## src/rtl/strobe_div_multi_if.sv

```systemverilog
// Divisor-write bus shared between the strobe generator and its host.
// The host drives the write; the generator answers with a reject pulse.
interface strobe_div_multi_if #(
   parameter int CHANNELS = 4,
   parameter int WIDTH    = 16
);
   localparam int CW = (CHANNELS > 1) ? $clog2(CHANNELS) : 1;

   logic             div_wr;
   logic [CW-1:0]    div_ch;
   logic [WIDTH-1:0] div_data;
   logic             wr_err;

   modport master (output div_wr, div_ch, div_data, input wr_err);
   modport slave  (input div_wr, div_ch, div_data, output wr_err);
endinterface

```

## src/rtl/strobe_div_multi.sv

```systemverilog
// Multi-channel programmable strobe generator with shadowed divisors,
// global sync restart and rejected-write reporting.
module strobe_div_lane #(
   parameter int WIDTH     = 16,
   parameter int RESET_DIV = 10
) (
   input  logic             i_clk,
   input  logic             i_reset_n,
   input  logic             i_enable,
   input  logic             i_sync,
   input  logic             i_wr,
   input  logic [WIDTH-1:0] i_wr_data,
   output logic             o_strobe
);
   logic [WIDTH-1:0] cnt_q, cnt_d;
   logic [WIDTH-1:0] act_q, act_d;
   logic [WIDTH-1:0] pend_q, pend_d;

   assign o_strobe = (cnt_q == act_q - WIDTH'(1));

   // The active divisor only moves at a period boundary (wrap, disable or sync),
   // and a write landing on that boundary is picked up immediately.
   always_comb begin
      pend_d = i_wr ? i_wr_data : pend_q;
      cnt_d  = cnt_q + WIDTH'(1);
      act_d  = act_q;
      if (i_sync || !i_enable || o_strobe) begin
         cnt_d = '0;
         act_d = pend_d;
      end
   end

   always_ff @(posedge i_clk or negedge i_reset_n) begin
      if (!i_reset_n) begin
         cnt_q  <= '0;
         act_q  <= WIDTH'(RESET_DIV);
         pend_q <= WIDTH'(RESET_DIV);
      end else begin
         cnt_q  <= cnt_d;
         act_q  <= act_d;
         pend_q <= pend_d;
      end
   end
endmodule

module strobe_div_multi #(
   parameter int CHANNELS  = 4,
   parameter int WIDTH     = 16,
   parameter int RESET_DIV = 10
) (
   input  logic                i_clk,
   input  logic                i_reset_n,
   input  logic [CHANNELS-1:0] i_enable,
   input  logic                i_sync,
   strobe_div_multi_if.slave   wr_bus,
   output logic [CHANNELS-1:0] o_strobe
);
   localparam int CW = (CHANNELS > 1) ? $clog2(CHANNELS) : 1;

   if (CHANNELS < 1) begin : g_chk_ch
      $error("strobe_div_multi: CHANNELS must be >= 1");
   end
   if ((RESET_DIV < 2) || (64'(RESET_DIV) > ((64'd1 << WIDTH) - 64'd1))) begin : g_chk_div
      $error("strobe_div_multi: RESET_DIV out of range");
   end

   logic ch_ok;
   logic acc;
   logic wr_err_q;

   // Channel range check is only needed when the select field can encode
   // indices beyond the last channel.
   if ((1 << CW) > CHANNELS) begin : g_ch_range
      assign ch_ok = (wr_bus.div_ch < CW'(CHANNELS));
   end else begin : g_ch_full
      assign ch_ok = 1'b1;
   end

   assign acc = wr_bus.div_wr && ch_ok && (wr_bus.div_data >= WIDTH'(2));

   always_ff @(posedge i_clk or negedge i_reset_n) begin
      if (!i_reset_n) wr_err_q <= 1'b0;
      else            wr_err_q <= wr_bus.div_wr && !acc;
   end

   assign wr_bus.wr_err = wr_err_q;

   for (genvar c = 0; c < CHANNELS; c++) begin : g_lane
      logic lane_wr;
      assign lane_wr = acc && (wr_bus.div_ch == CW'(c));

      strobe_div_lane #(.WIDTH(WIDTH), .RESET_DIV(RESET_DIV)) u_lane (
         .i_clk     (i_clk),
         .i_reset_n (i_reset_n),
         .i_enable  (i_enable[c]),
         .i_sync    (i_sync),
         .i_wr      (lane_wr),
         .i_wr_data (wr_bus.div_data),
         .o_strobe  (o_strobe[c])
      );
   end
endmodule
```

## src/flat_wrapper.sv

```systemverilog
// flat-port wrapper written by rule: the top's interface ports become plain ports
module strobe_div_multi_flat 
#(
   parameter int CHANNELS  = 4,
   parameter int WIDTH     = 16,
   parameter int RESET_DIV = 10
)
  (i_clk, i_reset_n, i_enable, i_sync, o_strobe, wr_bus_div_wr, wr_bus_div_ch, wr_bus_div_data, wr_bus_wr_err);
  strobe_div_multi_if #(.CHANNELS(CHANNELS), .WIDTH(WIDTH)) wr_bus_i ();
  input  logic i_clk;
  input  logic i_reset_n;
  input  logic [CHANNELS-1:0] i_enable;
  input  logic i_sync;
  output logic [CHANNELS-1:0] o_strobe;
  input wire logic [$bits(wr_bus_i.div_wr)-1:0] wr_bus_div_wr;
  input wire logic [$bits(wr_bus_i.div_ch)-1:0] wr_bus_div_ch;
  input wire logic [$bits(wr_bus_i.div_data)-1:0] wr_bus_div_data;
  output wire logic [$bits(wr_bus_i.wr_err)-1:0] wr_bus_wr_err;
  assign wr_bus_i.div_wr = wr_bus_div_wr;
  assign wr_bus_i.div_ch = wr_bus_div_ch;
  assign wr_bus_i.div_data = wr_bus_div_data;
  assign wr_bus_wr_err = wr_bus_i.wr_err;
  strobe_div_multi #(.CHANNELS(CHANNELS), .WIDTH(WIDTH), .RESET_DIV(RESET_DIV)) u_core (.i_clk(i_clk), .i_reset_n(i_reset_n), .i_enable(i_enable), .i_sync(i_sync), .wr_bus(wr_bus_i), .o_strobe(o_strobe));
endmodule
```

## config.mk

```make
export PLATFORM = sky130hd
export DESIGN_NAME = strobe_div_multi_flat
export DESIGN_NICKNAME = d
export VERILOG_FILES = /design/src/rtl/strobe_div_multi_if.sv /design/src/rtl/strobe_div_multi.sv /design/src/flat_wrapper.sv
export SDC_FILE = /design/constraint.sdc
export NUM_CORES = 1
export LEC_CHECK = 0
export CORE_MARGIN = 5
export CORE_UTILIZATION = 50
export DETAILED_ROUTE_END_ITERATION = 6
export GPL_TIMING_DRIVEN = 0
export PLACE_DENSITY = 0.79
export SLEW_MARGIN = 10
export SYNTH_ARGS = -nofsm -noshare
export SYNTH_HDL_FRONTEND = slang
export SYNTH_HIERARCHICAL = 1
export SYNTH_SLANG_ARGS = --single-unit
export TNS_END_PERCENT = 50
```

## constraint.sdc

```tcl
create_clock -name i_clk -period 3.1 [get_ports i_clk]
set_input_delay 0.62 -clock i_clk [delete_from_list [all_inputs] [get_ports i_clk]]
set_output_delay 0.62 -clock i_clk [all_outputs]
set_load 0.01 [all_outputs]
```

==> results.py, run 1 <==
metrics = {
    "logic_synthesis": {
        "ys_seq_area_share_pct": 47.4,
        "synth_area_per_cell_um2": 11.6,
        "yosysUniqueCellTypes": 67,
        "yosysTopAreaCell": "dfrtp_1",
        "synth.top_cells.by_area": "dfrtp_1, mux2_2, xnor2_1, xor2_1, mux2_1",
        "yosysWarnings": 6,
        "synthFlopType": "dfrtp_1",
        "synth-async-reset-ratio_pct": 100,
        "synthesis.nets": 916,
        "synth_top_area_share_pct": 43.3,
        "synth_seq_cells": 193,
        "synthCells": 882,
        "synth_edf_count": 0,
        "synthesis.area_mm2": 0.0102,
        "synth_common_cells": "dfrtp_1, nor2_1, xnor2_1, mux2_2, xor2_1",
        "synth_most_common_cell": "dfrtp_1",
    },
    "timing": {
        "setup_ws_ns": -0.175,
        "max_freq_mhz": 305,
        "rsz0062_at_grt": "true",
        "clock_skew_ns": 0.00782,
        "slew_headroom_pct": 52.4,
        "fin_crit_sh_pct": 106,
        "drv_slew": 0,
        "setup_tns_ns": -0.275,
        "finalHoldViolCount": 0,
        "finalSetupViolations": 4,
        "fin_crit_ns": 3.27,
        "worstMarginPinSlew_ns": 0.714,
    },
    "die": {
        "die_w_um": 153,
        "coreArea_mm2": 0.0202,
        "ioPinCount": 31,
        "dieArea_mm2": 0.0234,
        "die_h_um": 153,
        "num_rows": 52,
        "start_util_pct": 50.8,
    },
    "placed_design": {
        "pre_cts_ws_ns": -0.588,
        "hpwl_mm": 14.8,
        "gp_congestion": 0.856,
        "numPortBuffers": 30,
    },
    "critical_path": {
        "crit_path_max_fanout": 3,
        "cpPeakStageDelay_ns": 0.55,
        "worstPathRequired_ns": 2.48,
        "cp_cell_sequence": "inv_2 > ha_4 > nor3b_4 > a21o_1 > a2111oi_4 > nand4_1 > nor4b_4 > buf_2",
        "cpLargestDelayFamily": "simple AND/OR/NAND/NOR gates",
        "worstPathArrival_ns": 2.65,
        "worst-path-buf-inv": 2,
        "crit_slowest_cell": "dfstp_2",
        "end_kind": "output port",
        "crit_type": "flop to output port",
        "cp-start-kind": "flop",
    },
    "clock_tree": {
        "numCtsBuffers": 17,
        "clock_path_buffers": 2,
        "clock_tree.root_cell": "clkbuf_16",
        "clk_latency_ns": 0.44,
        "clk_pin_slew_ns": 0.07,
        "cts-htree-levels": 4,
        "hold_buffers": 0,
        "cts_tree": "done",
        "clock_sinks": 193,
    },
    "min_path": {
        "hold_path_class": "input port to asynchronous set/reset pin",
    },
    "power_and_ir_drop": {
        "power_density_mw_per_mm2": 596,
        "finalPower_w": 0.00719,
        "ir_worst_vdd_uv": 326,
        "leakagePower_nw": 4.92,
    },
    "routing": {
        "viasPerCell": 5.73,
        "drc": 0,
        "drt_first_pass_iters": 5,
        "wl_per_cell_um": 18.7,
        "route.vias.total": 7144,
        "routed_wl_mm": 23.3,
        "ant_nets": 0,
        "drt_iter0_drc": 541,
    },
    "cells_and_area": {
        "nets": 998,
        "n_fill_cell": 1535,
        "area_delta_synth_final_pct": 17.9,
        "antenna_cells": 0,
        "drive_gt1_share_pct": 25.3,
    },
    "global_routing": {
        "grt_pass1_wl_mm": 37.9,
        "grt_max_degree": 102,
        "grt-ovfl-total": 0,
        "track_usage_pct": 19.9,
        "grt_pass1_vias": 7232,
        "antenna_found_initial": 0,
    },
    "job": {
        "drv_cap": 0,
    },
    "outcome": {
        "status": "finished, violations left",
        "violations": "setup timing",
    },
}
-- metrics by stage --
step	cells	cell area (µm²)	utilization (%)	hold slack, ns
floorplan	882	10200	-	0.324
global placement	1182	10900	53.9	0.476
detailed placement	1183	10900	54.1	0.484
CTS	1239	12000	59.4	0.214
global route	1247	12100	59.9	0.245
finish	1247	12100	59.9	0.188
-- cells by family (layout without fill, tap and decap cells) --
| logic type | count (synthesis) | count (layout) | share of synthesized area, % |
|---|---|---|---|
| compound gates | 56 | 56 | 5.22 |
| xor+xnor | 139 | 139 | 12.2 |
| fa+ha+maj | 8 | 8 | 0.978 |
| buf+inv | 56 | 151 | 2.76 |
| flops | 193 | 193 | 47.4 |
| mux | 128 | 128 | 14.4 |
| simple gates | 302 | 302 | 17.0 |
-- power by group --
part	switching [W]	total, W	leakage (nW)	internal (W)
logic	0.000815	0.00164	2.22	0.000828
clock network	0.000920	0.00227	0.306	0.00135
registers	0.000384	0.00328	2.39	0.00290
-- metal layers --
layer,wire [µm],GRT usage (%)
met1,10100,25.7
met2,11600,33.8
met3,930,3.48
met4,685,6.83
met5,0,0
-- layout by cell type, fill, tap and decap left out, types with 7 or more instances in the layout --
cell	instances
dfrtp_1	173
nor2_1	95
xnor2_1	69
mux2_2	67
xor2_1	66
mux2_1	51
buf_4	40
nand3_1	36
nand4_1	26
nand2_1	26
clkdlybuf4s50_1	25
nor3_1	20
inv_1	19
clkbuf_16	17
dfstp_2	16
and3_1	15
clkbuf_1	12
mux2_4	10
nor4_4	9
buf_2	8
a31oi_1	8
nand4b_1	8
nor4_1	7
-- final cells by class --
cell class,instances,area (µm²),area share (%)
Buffer,32,204,1.69
Clock buffer,22,484,4.01
Clock inverter,10,131,1.09
Inverter,24,90.1,0.746
Multi-Input combinational cell,633,5420,44.9
Sequential cell,193,4850,40.2
Tap cell,270,338,2.80
Timing Repair Buffer,63,553,4.58
-- path summary, 6_finish.rpt --
| kind | startpoint | to | slack (ns) | depth (start not counted) |
|---|---|---|---|---|
| hold / removal | i_reset_n | u_core/g_lane[1].u_lane/cnt_q[14] | 0.19 | 1 |
| hold reg to reg | u_core/g_lane[1].u_lane/pend_q[9] | u_core/g_lane[1].u_lane/pend_q[9] | 0.49 | 1 |
| setup / recovery | u_core/g_lane[1].u_lane/act_q[1] | o_strobe[1] | -0.17 | 8 |
| max in group asynchronous | i_reset_n | u_core/g_lane[0].u_lane/act_q[2] | 1.97 | 2 |
| setup reg to reg | u_core/g_lane[3].u_lane/act_q[1] | u_core/g_lane[3].u_lane/act_q[6] | 0.04 | 10 |
| min in group i_clk | u_core/g_lane[1].u_lane/pend_q[9] | u_core/g_lane[1].u_lane/pend_q[9] | 0.49 | 1 |
-- sequential cells by signal (all words and copies together) (netlist names) --
signal,flops
u_core/wr_bus.wr_err,1
u_core/g_lane.u_lane/pend_q,64
u_core/g_lane.u_lane/act_q,64
u_core/g_lane.u_lane/cnt_q,64
-- repair_timing --
action / 4_1_cts / 5_1_grt
pin swaps: 29 / 8
cloned: 0 / 0
endpoints found under the setup margin: 71 / 59
gates resized for setup: 65 / 13
buffers inserted: 24 / 8
endpoints found under the hold margin: 0 / 0
No activity file was read; power rests on OpenSTA's default activity.
==> run 2, diff against run 1 <==
--- a/config.mk
+++ b/config.mk
@@ -5,11 +5,13 @@
 export SDC_FILE = /design/constraint.sdc
 export NUM_CORES = 1
 export LEC_CHECK = 0
+export CELL_PAD_IN_SITES_DETAIL_PLACEMENT = 1
+export CELL_PAD_IN_SITES_GLOBAL_PLACEMENT = 2
 export CORE_MARGIN = 5
-export CORE_UTILIZATION = 50
+export CORE_UTILIZATION = 39
 export DETAILED_ROUTE_END_ITERATION = 6
 export GPL_TIMING_DRIVEN = 0
-export PLACE_DENSITY = 0.79
+export PLACE_DENSITY = 0.86
 export SLEW_MARGIN = 10
 export SYNTH_ARGS = -nofsm -noshare
 export SYNTH_HDL_FRONTEND = slang
==> run 2 against run 1 <==
The run still ends with setup timing left. Critical path depth did not move. Non-clock buffer count is 18 higher. Clock power is 4% higher. Final area grew 2.4%. Wire length up 14%. Cell count up 6.7%. First-iteration DRC count shrank 33%. Clock skew is 0.0018 ns higher. Critical path type unchanged.
==> results.py, run 2 (synthesis results as in run 1) <==
metrics = {
    "outcome": {
        "status": "finished, violations left",
        "violations": "setup timing",
    },
    "die": {
        "coreArea_mm2": 0.0260,
        "ioPinCount": 31,
        "die_w_um": 172,
        "start_util_pct": 39.4,
        "die_h_um": 172,
        "num_rows": 59,
        "dieArea_mm2": 0.0296,
    },
    "clock_tree": {
        "clk_pin_slew_ns": 0.07,
        "numCtsBuffers": 17,
        "cts_tree": "done",
        "clock_path_buffers": 2,
        "hold_buffers": 0,
        "cts-htree-levels": 4,
        "clock_tree.root_cell": "clkbuf_16",
        "clk_latency_ns": 0.43,
        "clock_sinks": 193,
    },
    "cells_and_area": {
        "multi_input_area_mm2": 0.00545,
        "final_common_cell": "dfrtp_1",
        "n_fill_cell": 2771,
        "top_regs": "u_core/g_lane.u_lane/act_q: 64 flops, u_core/g_lane.u_lane/cnt_q: 64 flops, u_core/g_lane.u_lane/pend_q: 64 flops",
        "drive_gt1_share_pct": 27.3,
        "area_delta_synth_final_pct": 20.8,
        "regArea_mm2": 0.00485,
        "nets": 1016,
        "mostFrequentLayoutCells": "dfrtp_1, nor2_1, xnor2_1",
        "antenna_cells": 0,
    },
    "routing": {
        "route.vias.total": 7179,
        "drt_first_pass_iters": 4,
        "ant_nets": 0,
        "wl_per_cell_um": 20.0,
        "viasPerCell": 5.40,
        "drt_iter0_drc": 363,
        "drc": 0,
        "routed_wl_mm": 26.6,
    },
    "power_and_ir_drop": {
        "switching_share_pct": 30.2,
        "p_int_w": 0.00515,
        "leakagePower_nw": 5.02,
        "clock_power_share_pct": 32.0,
        "power_density_mw_per_mm2": 597,
        "ir_worst_vdd_uv": 312,
        "switchingPower_w": 0.00223,
        "power_frac_comb_pct": 23.5,
        "seq_power_share_pct": 44.6,
    },
    "timing": {
        "finalHoldViolCount": 0,
        "drv_slew": 0,
        "fin_crit_ns": 3.24,
        "finalSetupViolations": 7,
        "slew_headroom_pct": 55.5,
        "clock_skew_ns": 0.00960,
        "rsz0062_at_grt": "true",
        "setup_ws_ns": -0.141,
        "worst_hold_slack_ns": 0.157,
        "max_freq_mhz": 309,
        "worstMarginPinSlew_ns": 0.668,
        "fin_crit_sh_pct": 105,
    },
    "critical_path": {
        "cpPeakStageDelay_ns": 0.38,
        "worstPathRequired_ns": 2.48,
        "crit_path_max_fanout": 7,
        "crit_slowest_cell": "dfrtp_1",
        "cp-start-kind": "flop",
        "end_kind": "output port",
        "worstPathArrival_ns": 2.62,
        "worst-path-buf-inv": 3,
        "cpLargestDelayFamily": "simple AND/OR/NAND/NOR gates",
        "crit_path_frequent_cell": "buf_2",
        "crit_type": "flop to output port",
        "cp_cell_sequence": "buf_2 > nor4_4 > buf_6 > a22oi_2 > a2111oi_4 > nand4_1 > nor4b_4 > buf_2",
    },
    "global_routing": {
        "top_usage_layer": "met2",
        "met3_usage_pct": 2.83,
        "grt-ovfl-total": 0,
        "grt_max_degree": 112,
        "grt_pass1_wl_mm": 42.5,
        "antenna_found_initial": 0,
        "track_usage_pct": 18.2,
        "grt_use_met2_pct": 31.6,
        "grt_pass1_vias": 7835,
        "grt_use_met1_pct": 24.0,
    },
    "job": {
        "drv_cap": 0,
    },
    "placed_design": {
        "pre_cts_ws_ns": -0.724,
        "hpwl_mm": 16.9,
        "gp_congestion": 0.843,
        "numPortBuffers": 30,
    },
    "min_path": {
        "hold_path_class": "input port to asynchronous set/reset pin",
    },
}
[run 2: power by group through the flow]
stage	Combinational [W]	Sequential (W)	Clock, W
global placement	0.00129	0.00329	0
detailed placement	0.00135	0.00331	0
floorplan	0.00103	0.00319	0
global route	0.00188	0.00334	0.00253
CTS	0.00164	0.00328	0.00243
finish	0.00173	0.00329	0.00236
[run 2: what timing repair did]
item / in CTS / in global routing
gates resized for setup: 69 / 17
cloned: 0 / 1
buffers inserted: 36 / 14
pin swaps: 32 / 15
endpoints found under the setup margin: 86 / 67
[run 2: through the flow]
| stage | util, % | setup TNS [ns] | area (µm²) | cells | total power [W] |
|---|---|---|---|---|---|
| final | 47.6 | -0.504 | 12400 | 1330 | 0.00738 |
| after global routing | 47.6 | -2.08 | 12400 | 1330 | 0.00774 |
| after CTS | 46.8 | -0.272 | 12200 | 1315 | 0.00735 |
| after detailed placement | 42.3 | -24.36 | 11000 | 1248 | 0.00466 |
| after global placement | 42.2 | -1256.45 | 11000 | 1247 | 0.00458 |
| after floorplan | - | 0 | 10200 | 882 | 0.00422 |
[run 2: metal layers]
metal,wire length (µm),part of all wire [%],up-vias
met4,242,0.91,0
met2,13800,52,68
met1,12100,45,3760
li1,-,-,3339
met3,575,2.2,12
met5,0,0,-
[run 2: final timing paths]
| path | start | to | slack (ns) | cells after the start |
|---|---|---|---|---|
| worst max register to register | u_core/g_lane[1].u_lane/act_q[1] | u_core/g_lane[1].u_lane/act_q[13] | -0.06 | 11 |
| min in group i_clk | u_core/g_lane[3].u_lane/pend_q[14] | u_core/g_lane[3].u_lane/pend_q[14] | 0.49 | 1 |
| max in group asynchronous | i_reset_n | u_core/g_lane[3].u_lane/act_q[0] | 1.94 | 2 |
| worst max-delay path | u_core/g_lane[2].u_lane/act_q[4] | o_strobe[2] | -0.14 | 8 |
| worst min-delay path | i_reset_n | u_core/g_lane[2].u_lane/cnt_q[8] | 0.16 | 1 |
| worst min register to register | u_core/g_lane[3].u_lane/pend_q[14] | u_core/g_lane[3].u_lane/pend_q[14] | 0.49 | 1 |
[run 2: area by class of cell]
class	count	area share (%)
multi-input combinational	633	44.0
sequential	193	39.3
inverter	24	0.728
timing repair buffer	82	5.89
buffer	31	1.62
clock inverter	13	1.51
clock buffer	19	3.58
tap	335	3.39
==> run 3, diff against run 2 <==
--- a/config.mk
+++ b/config.mk
@@ -8,10 +8,10 @@
 export CELL_PAD_IN_SITES_DETAIL_PLACEMENT = 1
 export CELL_PAD_IN_SITES_GLOBAL_PLACEMENT = 2
 export CORE_MARGIN = 5
-export CORE_UTILIZATION = 39
+export CORE_UTILIZATION = 43
 export DETAILED_ROUTE_END_ITERATION = 6
 export GPL_TIMING_DRIVEN = 0
-export PLACE_DENSITY = 0.86
+export PLACE_DENSITY = 0.89
 export SLEW_MARGIN = 10
 export SYNTH_ARGS = -nofsm -noshare
 export SYNTH_HDL_FRONTEND = slang
==> constraint.sdc (replaced) <==
create_clock -name i_clk -period 3.7 [get_ports i_clk]
set_input_delay 0.74 -clock i_clk [delete_from_list [all_inputs] [get_ports i_clk]]
set_output_delay 0.74 -clock i_clk [all_outputs]
set_load 0.01 [all_outputs]
==> run 3 against run 2 <==
The flow now finishes without violations. Combinational power fell by 30%. First-iteration DRC count fell by 15%. Final area fell by 5.0%. Cell count fell by 4.6%. Register-to-register slack improved by 0.63 ns. Highest routed layer unchanged.
==> results.py, run 3 (synthesis results as in run 1) <==
metrics = {
    "clock_tree": {
        "clk_latency_ns": 0.44,
        "numCtsBuffers": 17,
        "hold_buffers": 0,
        "cts-htree-levels": 4,
        "clk_pin_slew_ns": 0.08,
        "clock_path_buffers": 2,
        "cts_tree": "done",
        "clock_sinks": 193,
        "clock_tree.root_cell": "clkbuf_16",
    },
    "critical_path": {
        "end_kind": "output port",
        "critical_path_depth": 7,
        "crit_start": "u_core/g_lane[1].u_lane/act_q[4]",
        "crit_type": "flop to output port",
        "r2r-start": "u_core/g_lane[2].u_lane/act_q[1]",
        "cp_cell_sequence": "buf_2 > nor4_4 > a22oi_1 > a2111oi_4 > nand4_1 > nor4b_4 > clkbuf_2",
        "rr_worst_depth": 10,
        "worst-path-buf-inv": 2,
        "cpPeakStageDelay_ns": 0.51,
        "r2r_end": "u_core/g_lane[2].u_lane/act_q[8]",
        "crit_slowest_cell": "nor4_4",
        "cpLargestDelayFamily": "simple AND/OR/NAND/NOR gates",
        "worstPathRequired_ns": 2.96,
        "crit_path_max_fanout": 7,
        "cp-start-kind": "flop",
        "worstPathArrival_ns": 2.75,
        "r2r_slack_ns": 0.57,
        "worstSetupEndpoint": "o_strobe[1]",
    },
    "cells_and_area": {
        "mostFrequentLayoutCells": "dfrtp_1, nor2_1, xnor2_1",
        "drive_gt1_share_pct": 21.1,
        "fin_util_pct": 50.1,
        "n_fill_cell": 2465,
        "final_common_cell": "dfrtp_1",
        "final_area_mm2": 0.0118,
        "top_regs": "u_core/g_lane.u_lane/act_q: 64 flops, u_core/g_lane.u_lane/cnt_q: 64 flops, u_core/g_lane.u_lane/pend_q: 64 flops",
        "nets": 970,
        "area_delta_synth_final_pct": 14.8,
    },
    "routing": {
        "drt_first_pass_iters": 5,
        "wl_per_cell_um": 19.0,
        "viasPerCell": 5.47,
        "ant_nets": 0,
        "route.vias.total": 6941,
        "drc": 0,
        "routed_wl_mm": 24.1,
        "drt_iter0_drc": 307,
    },
    "die": {
        "die_h_um": 164,
        "ioPinCount": 31,
        "coreArea_mm2": 0.0235,
        "start_util_pct": 43.6,
        "die_w_um": 164,
        "num_rows": 56,
        "dieArea_mm2": 0.0270,
    },
    "global_routing": {
        "antenna_found_initial": 0,
        "grt_pass1_vias": 7457,
        "grt_max_degree": 99,
        "grt_pass1_wl_mm": 39.6,
        "grt-ovfl-total": 0,
        "track_usage_pct": 18.6,
    },
    "placed_design": {
        "hpwl_mm": 16.6,
        "pre_cts_ws_ns": -0.147,
        "place_area_mm2": 0.0110,
        "numPortBuffers": 30,
        "gp_congestion": 0.786,
    },
    "timing": {
        "setup_ws_ns": 0.207,
        "worstMarginPinSlew_ns": 0.754,
        "rsz0062_at_grt": "false",
        "finalHoldViolCount": 0,
        "fin_crit_ns": 3.49,
        "slew_headroom_pct": 49.7,
        "finalSetupViolations": 0,
        "clock_skew_ns": 0.00712,
        "drv_slew": 0,
        "max_freq_mhz": 286,
        "setup_tns_ns": 0,
        "fin_crit_sh_pct": 94.4,
    },
    "job": {
        "drv_cap": 0,
    },
    "outcome": {
        "status": "finished clean",
    },
    "power_and_ir_drop": {
        "ir_worst_vdd_uv": 316,
        "leakagePower_nw": 4.69,
        "power_density_mw_per_mm2": 502,
    },
    "min_path": {
        "hold_path_class": "input port to asynchronous set/reset pin",
    },
}
run 3: cell count changes in the layout (fill, tap and decap cells not counted), moves of 4 or more:
| cell | change |
|---|---|
| buf_2 | -4 |
| buf_4 | -41 |
| buf_6 | -4 |
| clkinv_4 | -4 |
| ha_2 | +4 |
| ha_4 | -4 |
| inv_1 | +6 |
| inv_2 | -6 |
run 3: per-stage QoR:
step	std cells	hold WS (ns)	power, W
2_1_floorplan	882	0.444	0.00354
3_3_place_gp	1231	0.477	0.00384
3_5_place_dp	1232	0.482	0.00390
4_1_cts	1267	0.324	0.00593
5_1_grt	1268	0.338	0.00620
6_report	1269	0.289	0.00590
run 3: layer usage:
| layer | GRT usage [%] | up-vias | share of wire [%] |
|---|---|---|---|
| met3 | 3.59 | 22 | 2.9 |
| met2 | 31.0 | 89 | 49 |
| met4 | 4.80 | 0 | 1.2 |
| met5 | 0 | - | 0 |
| li1 | - | 3251 | - |
| met1 | 24.9 | 3579 | 47 |
run 3: what timing repair did:
item	CTS	global route
pin swaps	2	7
buffers inserted	3	1
endpoints found under the setup margin	4	4
gates resized for setup	20	20
gates cloned	0	0
endpoints found under the hold margin	0	0
run 3: worst min path at each step:
stage	from	to	slack (ns)	depth (start not counted)
after detailed placement	u_core/g_lane[2].u_lane/pend_q[8]	u_core/g_lane[2].u_lane/pend_q[8]	0.48	1
after floorplan	i_reset_n	u_core/g_lane[0].u_lane/act_q[0]	0.44	0
after global routing	i_reset_n	u_core/g_lane[1].u_lane/cnt_q[2]	0.34	1
after CTS	i_reset_n	u_core/g_lane[1].u_lane/cnt_q[1]	0.32	1
after global placement	u_core/g_lane[1].u_lane/pend_q[5]	u_core/g_lane[1].u_lane/pend_q[5]	0.48	1
final	i_reset_n	u_core/g_lane[1].u_lane/cnt_q[2]	0.29	1
run 3: layout make-up:
type	instances	area, µm²	area share (%)
antenna	1	2.50	0.0213
buffer	32	193	1.64
clock buffer	17	425	3.62
clock inverter	15	181	1.54
inverter	24	90.1	0.766
multi-input combinational	633	5270	44.8
sequential	193	4850	41.3
tap	319	399	3.40
timing repair buffer	35	343	2.92
run 3: power breakdown:
part	switching (W)	internal, W	leakage, nW	total, W
combinational	0.000611	0.000603	2.01	0.00121
sequential	0.000326	0.00243	2.39	0.00275
clock	0.000860	0.00107	0.288	0.00193
run 3: worst register-to-register path: stages, from the launching register on:
cell	delay [ns]
dfstp_2	0.60
inv_1	0.06
ha_2	0.20
nor3b_4	0.17
buf_4	0.15
buf_4	0.13
a311oi_1	0.24
o22ai_1	0.24
o41ai_4	0.59
buf_4	0.30
mux2_1	0.35
